### src/rtl/mul_tile_engine.sv
// Output-stationary NxN multiply-accumulate tile: accumulates a_k (x) b_k into C,
// then drains C row by row with a streamed bias row added to each.

module mul_tile_row #(
    parameter int N         = 4,
    parameter int SUM_WIDTH = 16
) (
    input  logic                         clk,
    input  logic                         rst_n,
    input  logic                         clear,
    input  logic                         acc_en,
    input  logic [SUM_WIDTH-1:0]         a_elem,
    input  logic [N-1:0][SUM_WIDTH-1:0]  b_row,
    output logic [N-1:0][SUM_WIDTH-1:0]  c_row
);
    always_ff @(posedge clk or negedge rst_n) begin
        if (!rst_n) begin
            c_row <= '0;
        end else if (clear) begin
            c_row <= '0;
        end else if (acc_en) begin
            for (int j = 0; j < N; j++)
                c_row[j] <= c_row[j] + a_elem * b_row[j];
        end
    end
endmodule

module mul_tile_engine #(
    parameter int SYSTOLIC_WIDTH = 4,
    parameter int DATA_WIDTH     = 16,
    parameter int RIGHT_WIDTH    = 8,
    parameter int SUM_WIDTH      = 16,
    parameter int B_LANES        = 2,
    parameter int SIGNED_B       = 0,
    parameter int KLEN_WIDTH     = 16,
    localparam int N             = SYSTOLIC_WIDTH,
    localparam int LSEL_W        = (B_LANES > 1) ? $clog2(B_LANES) : 1,
    localparam int ROW_W         = (N > 1) ? $clog2(N) : 1
) (
    input  logic                             clk,
    input  logic                             rst_n,
    input  logic                             start,
    input  logic                             acc_clear,
    input  logic [KLEN_WIDTH-1:0]            k_len,
    input  logic                             in_valid,
    output logic                             in_ready,
    input  logic [N*DATA_WIDTH-1:0]          a_data,
    input  logic [B_LANES*N*RIGHT_WIDTH-1:0] b_data,
    input  logic [LSEL_W-1:0]                b_lane_sel,
    input  logic                             bias_valid,
    output logic                             bias_ready,
    input  logic [N*SUM_WIDTH-1:0]           bias_data,
    output logic                             out_valid,
    input  logic                             out_ready,
    output logic [N*SUM_WIDTH-1:0]           out_data,
    output logic [ROW_W-1:0]                 out_row,
    output logic                             busy,
    output logic                             done
);
    typedef enum logic [1:0] {IDLE, LOAD, DRAIN} state_t;

    state_t                                 state, state_nxt;
    logic [KLEN_WIDTH-1:0]                  k_len_q, beat_cnt;
    logic [ROW_W-1:0]                       row_cnt;
    logic                                   done_q;
    logic                                   beat, last_beat, row_fire, last_row, clear_c;

    logic [B_LANES-1:0][N-1:0][RIGHT_WIDTH-1:0] b_lanes;
    logic [N-1:0][RIGHT_WIDTH-1:0]              b_sel;
    logic [N-1:0][SUM_WIDTH-1:0]                a_ext, b_ext, bias_v, out_v;
    logic [N-1:0][N-1:0][SUM_WIDTH-1:0]         c_mat;

    assign b_lanes = b_data;
    assign bias_v  = bias_data;

    // Out-of-range lane selects fall back to lane 0.
    always_comb begin
        b_sel = b_lanes[0];
        if (int'(b_lane_sel) < B_LANES)
            b_sel = b_lanes[b_lane_sel];
    end

    for (genvar i = 0; i < N; i++) begin : g_ext
        if (SUM_WIDTH > DATA_WIDTH) begin : g_a_wide
            assign a_ext[i] = {{(SUM_WIDTH-DATA_WIDTH){1'b0}}, a_data[i*DATA_WIDTH +: DATA_WIDTH]};
        end else begin : g_a_trunc
            assign a_ext[i] = a_data[i*DATA_WIDTH +: SUM_WIDTH];
        end
        if (SUM_WIDTH > RIGHT_WIDTH) begin : g_b_wide
            assign b_ext[i] = {{(SUM_WIDTH-RIGHT_WIDTH){(SIGNED_B != 0) && b_sel[i][RIGHT_WIDTH-1]}}, b_sel[i]};
        end else begin : g_b_trunc
            assign b_ext[i] = b_sel[i][SUM_WIDTH-1:0];
        end
    end

    for (genvar i = 0; i < N; i++) begin : g_row
        mul_tile_row #(.N(N), .SUM_WIDTH(SUM_WIDTH)) u_row (
            .clk    (clk),
            .rst_n  (rst_n),
            .clear  (clear_c),
            .acc_en (beat),
            .a_elem (a_ext[i]),
            .b_row  (b_ext),
            .c_row  (c_mat[i])
        );
    end

    assign beat      = in_valid && (state == LOAD);
    assign last_beat = beat && ((beat_cnt + KLEN_WIDTH'(1)) == k_len_q);
    assign row_fire  = out_valid && out_ready;
    assign last_row  = (row_cnt == ROW_W'(N-1));

    always_comb begin
        state_nxt  = state;
        in_ready   = 1'b0;
        out_valid  = 1'b0;
        bias_ready = 1'b0;
        clear_c    = 1'b0;
        case (state)
            IDLE: begin
                if (start) begin
                    clear_c   = acc_clear;
                    state_nxt = (k_len != '0) ? LOAD : DRAIN;
                end
            end
            LOAD: begin
                in_ready = 1'b1;
                if (last_beat) state_nxt = DRAIN;
            end
            DRAIN: begin
                out_valid  = bias_valid;
                bias_ready = out_ready;
                if (row_fire && last_row) state_nxt = IDLE;
            end
            default: state_nxt = IDLE;
        endcase
    end

    always_ff @(posedge clk or negedge rst_n) begin
        if (!rst_n) begin
            state    <= IDLE;
            k_len_q  <= '0;
            beat_cnt <= '0;
            row_cnt  <= '0;
            done_q   <= 1'b0;
        end else begin
            state  <= state_nxt;
            done_q <= row_fire && last_row;
            if (state == IDLE && start) k_len_q <= k_len;
            if (state != LOAD)  beat_cnt <= '0;
            else if (beat)      beat_cnt <= beat_cnt + KLEN_WIDTH'(1);
            if (state != DRAIN) row_cnt <= '0;
            else if (row_fire)  row_cnt <= row_cnt + ROW_W'(1);
        end
    end

    always_comb begin
        for (int j = 0; j < N; j++)
            out_v[j] = c_mat[row_cnt][j] + bias_v[j];
    end

    assign out_data = out_v;
    assign out_row  = row_cnt;
    assign busy     = (state != IDLE);
    assign done     = done_q;
endmodule
### config.mk
export PLATFORM = sky130hd
export DESIGN_NAME = mul_tile_engine
export DESIGN_NICKNAME = d
export VERILOG_FILES = /design/src/rtl/mul_tile_engine.sv
export SDC_FILE = /design/constraint.sdc
export NUM_CORES = 2
export LEC_CHECK = 0
export CORE_ASPECT_RATIO = 0.6
export CORE_UTILIZATION = 53
export CTS_CLUSTER_DIAMETER = 200
export DETAILED_ROUTE_END_ITERATION = 6
export PLACE_DENSITY = 0.68
export SLEW_MARGIN = 5
export SYNTH_ARGS = -nofsm -noshare
export SYNTH_HDL_FRONTEND = slang
export SYNTH_SLANG_ARGS = --single-unit
### constraint.sdc
create_clock -name clk -period 5.7 [get_ports clk]
set_clock_uncertainty 0.2 [all_clocks]
set_input_delay 1.14 -clock clk [delete_from_list [all_inputs] [get_ports clk]]
set_output_delay 1.14 -clock clk [all_outputs]
set_load 0.03 [all_outputs]
Word-level counts from Yosys, hierarchy flattened --
Index checks and enable logic that the tools add are counted.
Cells by class: shift-type cells 0, bitwise logic cells 0, multipliers 16, equal/unequal tests 9, $lt $le $gt $ge 2, reduce and logical (&&, ||, !) cells 12, divide/modulo/power cells 0, add/sub/neg operators 22, muxes and demuxes 26
Operators by type and width (count):
- $mux W64 | 9
- $add A16 B16 Y16 | 20
- $mul A16 B8 Y16 | 16
- $bmux W64 S2 | 1
- $mux W32 | 2
- $mux W16 | 2
- $add A16 B1 Y16 const B | 1
- $eq A16 B16 Y1 | 1
- $reduce_bool A16 Y1 | 1
- $mux W2 | 6
- $ne A2 B2 Y1 const B | 4
- $reduce_bool A2 Y1 | 4
- $pmux W2 S3 | 1
- $logic_and A1 B1 Y1 | 5
- $mux W1 | 5
- $eq A2 B2 Y1 const B | 2
- $lt A2 B3 Y1 const B | 1
- $reduce_and A3 Y1 | 1
- $add A2 B1 Y2 const B | 1
- $eq A2 B1 Y1 const B | 1
- $logic_not A2 Y1 | 1
- $lt A1 B2 Y1 const B | 1
- $ne A2 B1 Y1 const B | 1
Storage, ports and cells: memory bits (writable) 0, output and inout bits 71, input bits 216, ROM bits 0, memories 0, bits in latches 0, register bits 293, logic and storage cells 108

Depth between registers and ports, before layout --
word-level depth 6, mapped depth 25, depth with buffers taken out 20

By module --
Synthesis repeated with hierarchy kept, for this count alone.
Unflattened totals: cell total of the unflattened synthesis 10146, area, all modules 87631.5 sq um
Modules (own cells, without submodules):
- mul_tile_row (g_row[2].u_row) | area each 20282.0 sq um, cells an instance 2370, instances 1
- mul_tile_row (g_row[0].u_row) | area each 20274.4 sq um, cells an instance 2370, instances 1
- mul_tile_row (g_row[3].u_row) | area each 20271.9 sq um, cells an instance 2370, instances 1
- mul_tile_row (g_row[1].u_row) | area each 20264.4 sq um, cells an instance 2370, instances 1
- mul_tile_engine | area each 6538.8 sq um, cells an instance 666, instances 1

Worst setup path before layout --
Ideal clock, no wire load.
path type input to register, start point in b_lane_sel, end point reg g_row[2].u_row.c_row[63] in the netlist's numbering, buffers on the path 5, slack -0.701 ns, stages 23, data arrival time 6.070 ns, path through buf_6 > buf_6 > buf_6 > mux2_4 > clkbuf_1 > buf_1 > nand2_1 > fa_1 > inv_1 > fa_1 > inv_1 > fa_1 > fa_1 > inv_1 > ha_1 > o21a_1 > o31ai_1 > nand2b_1 > a31o_2 > a221oi_1 > o21ai_0 > xnor2_1 > o21ai_1
Between the ends: word-level cells in the longest chain between the ends 6
RTL lines:
- start, declared | line 49 | input logic [LSEL_W-1:0] b_lane_sel,
- $mux W32 (implied by the code) (2 in series) | line 80 | b_sel = b_lanes[b_lane_sel];
- $mul A16 B8 Y16 | line 23 | c_row[j] <= c_row[j] + a_elem * b_row[j];
- $add A16 B16 Y16 | line 23
- $mux W64 | line 21 | end else if (acc_en) begin
- $mux W64 | line 19 | end else if (clear) begin
- end signal, assigned by index | line 23
- end, declared | line 14 | output logic [N-1:0][SUM_WIDTH-1:0] c_row
Every way passes these cells. The select of a mux whose other input is x is not followed. A chain may end at the register's enable or synchronous reset.

Final worst setup path --
start point in b_data[18], end point reg g_row[1].u_row.c_row[46] in the netlist's numbering
Between the ends: word-level cells in the longest chain between the ends 6
RTL lines:
- start, declared | line 48 | input logic [B_LANES*N*RIGHT_WIDTH-1:0] b_data,
- $mux W32 (implied by the code) (2 in series) | line 80
- $mul A16 B8 Y16 | line 23
- $add A16 B16 Y16 | line 23
- $mux W64 | line 21
- $mux W64 | line 19
- end signal, assigned by index | line 23
- end, declared | line 14
Every way passes these cells. The select of a mux whose other input is x is not followed.

==> metrics <==
status=complete, no violations; slowest CP cell=fa_1; synthesized area=0.0665 mm^2; CTS tree=done; worst hold path type=primary input to asynchronous set/reset pin; core outline area=approximately 0.12 mm^2; worst-margin pin slew=between 1000 and 1500 ps; syn_nets=between 9000 and 10000; Buffers on Ports=around 290; Yosys warnings=0; slowest stage delay, CP=530 ps; type of origin of the critical path=primary input; CTS max path bufs=3; Most used DFF post-synth=dfrtp_1; TritonRoute pass-1 iters=5; global-route wire length before repair=333000 um; Die H=276 um; Setup violations, final=0; Setup WS post-layout=between 30 and 40 ps; DRC viols=0; CP dominant cell by count=fa_1; Vias/cell=5.41; top-count cell post-synth=inv_1; Worst-path clk slew=70 ps; vias post-DR=54400; H-tree depth=2; FP Rows=100; final wirelength=223000 um; Skew-Pair Late Insertion Delay=650 ps; Max-cap violations=0; Yosys reg bits=293; Fin. Hold Viols=0; share of Yosys cell area claimed by the top area cell type=35.8%; initial DRC count=roughly 4900; GPL Wtd Cong=0.970; GRT overflow=0; maximum clock rate=approximately 180 MHz; Synth Area per Inst=8.77 um^2; Final HPWL DP=174000 um; final core utilization=between 60% and 70%; Req. time, crit path=around 6000 ps; Multi-input gate area=0.0522 mm^2; Setup Total Neg Slack=0 ps; Reg area=0.00734 mm^2; post-route insts no fill=slightly above 10000; cells after synthesis=around 7600; die width=459 um; post-synthesis sequential area ratio=11.0%; unrepaired setup endpoints after global routing=true; largest net degree at the start of global routing=170; CTS Hold Bufs=0; fill cell count=9875; number of enable flip-flop cells after synthesis=0; Max FO, Critical Path=8; antenna violations before repair=24; root buffer cell=clkbuf_16; crit share post-route=99.3%; Nets=10208; Final Slew Violations=0; DP Worst Slack=-720 ps; leading area contributor after synthesis=fa_1; gr usage total=a little over a third; TritonCTS sink count=between 200 and 300; post-route ant nets=0; worst path arrival time=5930 ps; routed len/inst=22.2 um; asr flop ratio synth=100%; Worst setup EP type=flop; Initial Util=53.5%; max_slew headroom=29.3%; Final min period=5660 ps; P&R area growth vs syn=22.0%; CP Cell Sequence=clkdlybuf4s50_1, mux2_4, buf_12, buf_4, and2_1, fa_1, fa_1, fa_1, inv_1, fa_1, inv_1, ha_1, buf_4, o41ai_4, o311ai_2, xnor2_1, o21ai_0; Commonest cells post-synth=inv_1 (1849), fa_1 (1188), nand2_1 (965), and2_1 (897), ha_1 (462); die area=0.127 mm^2; layout cells sized above 1=~15%; critical path type=primary input to flop; vias in the first global route=56205; Post-Place Cells=9881; boundary pin count=287; CTS Buf Count=a little over 40; Netlist cell types=58; Synth area leaders=fa_1 (36%), dfrtp_1 (11%), inv_1 (10%)
[critical path, delay by kind of cell]
kind | cells | cell delay, ps
buf+inv | 6 | 1020
compound gates | 3 | 680
mux | 1 | 410
xor+xnor | 1 | 250
simple gates | 1 | 180
fa+ha+maj | 5 | 2210
[flip-flops by register name (all words and copies together), names as in the netlist]
register           flops
beat_cnt              16
done                   1
g_row.u_row.c_row    256
k_len_q               16
out_row                2
state                  2
[through the flow]
stage               instance area, um^2  hold slack, ps
finish                            81100             285
CTS                               79300             269
floorplan                         67800             266
global placement                  77800             292
global route                      81100             310
detailed placement                77800             304
[routing by layer]
metal / GRT usage (%) / vias up / share of wire [%]
li1: - / 23969 / -
met1: 50.3 / 27469 / 42
met2: 48.1 / 2585 / 40
met3: 13.4 / 359 / 15
met4: 8.92 / 18 / 3.5
met5: 0.563 / - / 0.052
[area by class of cell]
cell class | instances | area share (%)
Clock buffer | 49 | 1.38
Inverter | 1850 | 8.56
Tap cell | 1683 | 2.60
Antenna cell | 2 | 0.00617
Timing Repair Buffer | 1104 | 13.7
Sequential cell | 293 | 9.04
Multi-Input combinational cell | 5052 | 64.4
Clock inverter | 25 | 0.369
[worst paths after layout]
kind	start	endpoint	slack [ps]	cells after the start
worst max-delay path	b_data[18]	g_row[1].u_row.c_row[46]	40	17
worst min-delay path	rst_n	g_row[1].u_row.c_row[61]	290	1
worst max register to register	g_row[0].u_row.c_row[3]	g_row[0].u_row.c_row[15]	840	18
worst min register to register	g_row[1].u_row.c_row[24]	g_row[1].u_row.c_row[24]	320	2
max in group asynchronous	rst_n	g_row[2].u_row.c_row[25]	3910	2
min in group clk	g_row[1].u_row.c_row[24]	g_row[1].u_row.c_row[24]	320	2
[cell usage in the layout, fill, tap and decap left out, types with 21 or more instances in the layout]
master           instances
inv_1                 1837
fa_1                  1142
nand2_1                953
and2_1                 886
buf_4                  654
ha_1                   423
xnor2_1                345
dfrtp_1                291
clkdlybuf4s50_1        239
o21ai_0                221
xor2_1                 148
buf_12                 142
a21oi_1                113
nor2_1                  98
a22o_1                  76
mux4_2                  64
clkbuf_16               52
fa_2                    46
a21o_1                  42
o21ai_1                 42
ha_4                    34
a21oi_2                 33
mux2_4                  27
mux2_2                  27
o21bai_1                26
nor2b_1                 24
o21a_1                  24
dlymetal6s2s_1          24
and3_1                  21
[kinds of logic (layout without fill, tap and decap cells)]
family                   Yosys count  after routing  share of synthesized area [%]
other                              0              2                              0
buffers and inverters           2240           3028                           12.7
flip-flops                       293            293                           11.0
multiplexers                     112            120                           3.04
adder cells (fa/ha/maj)         1650           1650                           44.5
XOR/XNOR                         495            495                           6.52
AND/OR/NAND/NOR                 2078           2078                           15.5
AO/OA/AOI/OAI                    709            709                           6.69
[repair_timing]
item	4_1_cts	5_1_grt
cloned	1	17
pin swaps	0	116
resized for setup	26	184
endpoints found under the setup margin	28	97
buffers inserted	5	80
Power is not shown: default switching activity piles up to over one toggle a cycle in this logic, so the estimate is an artifact.
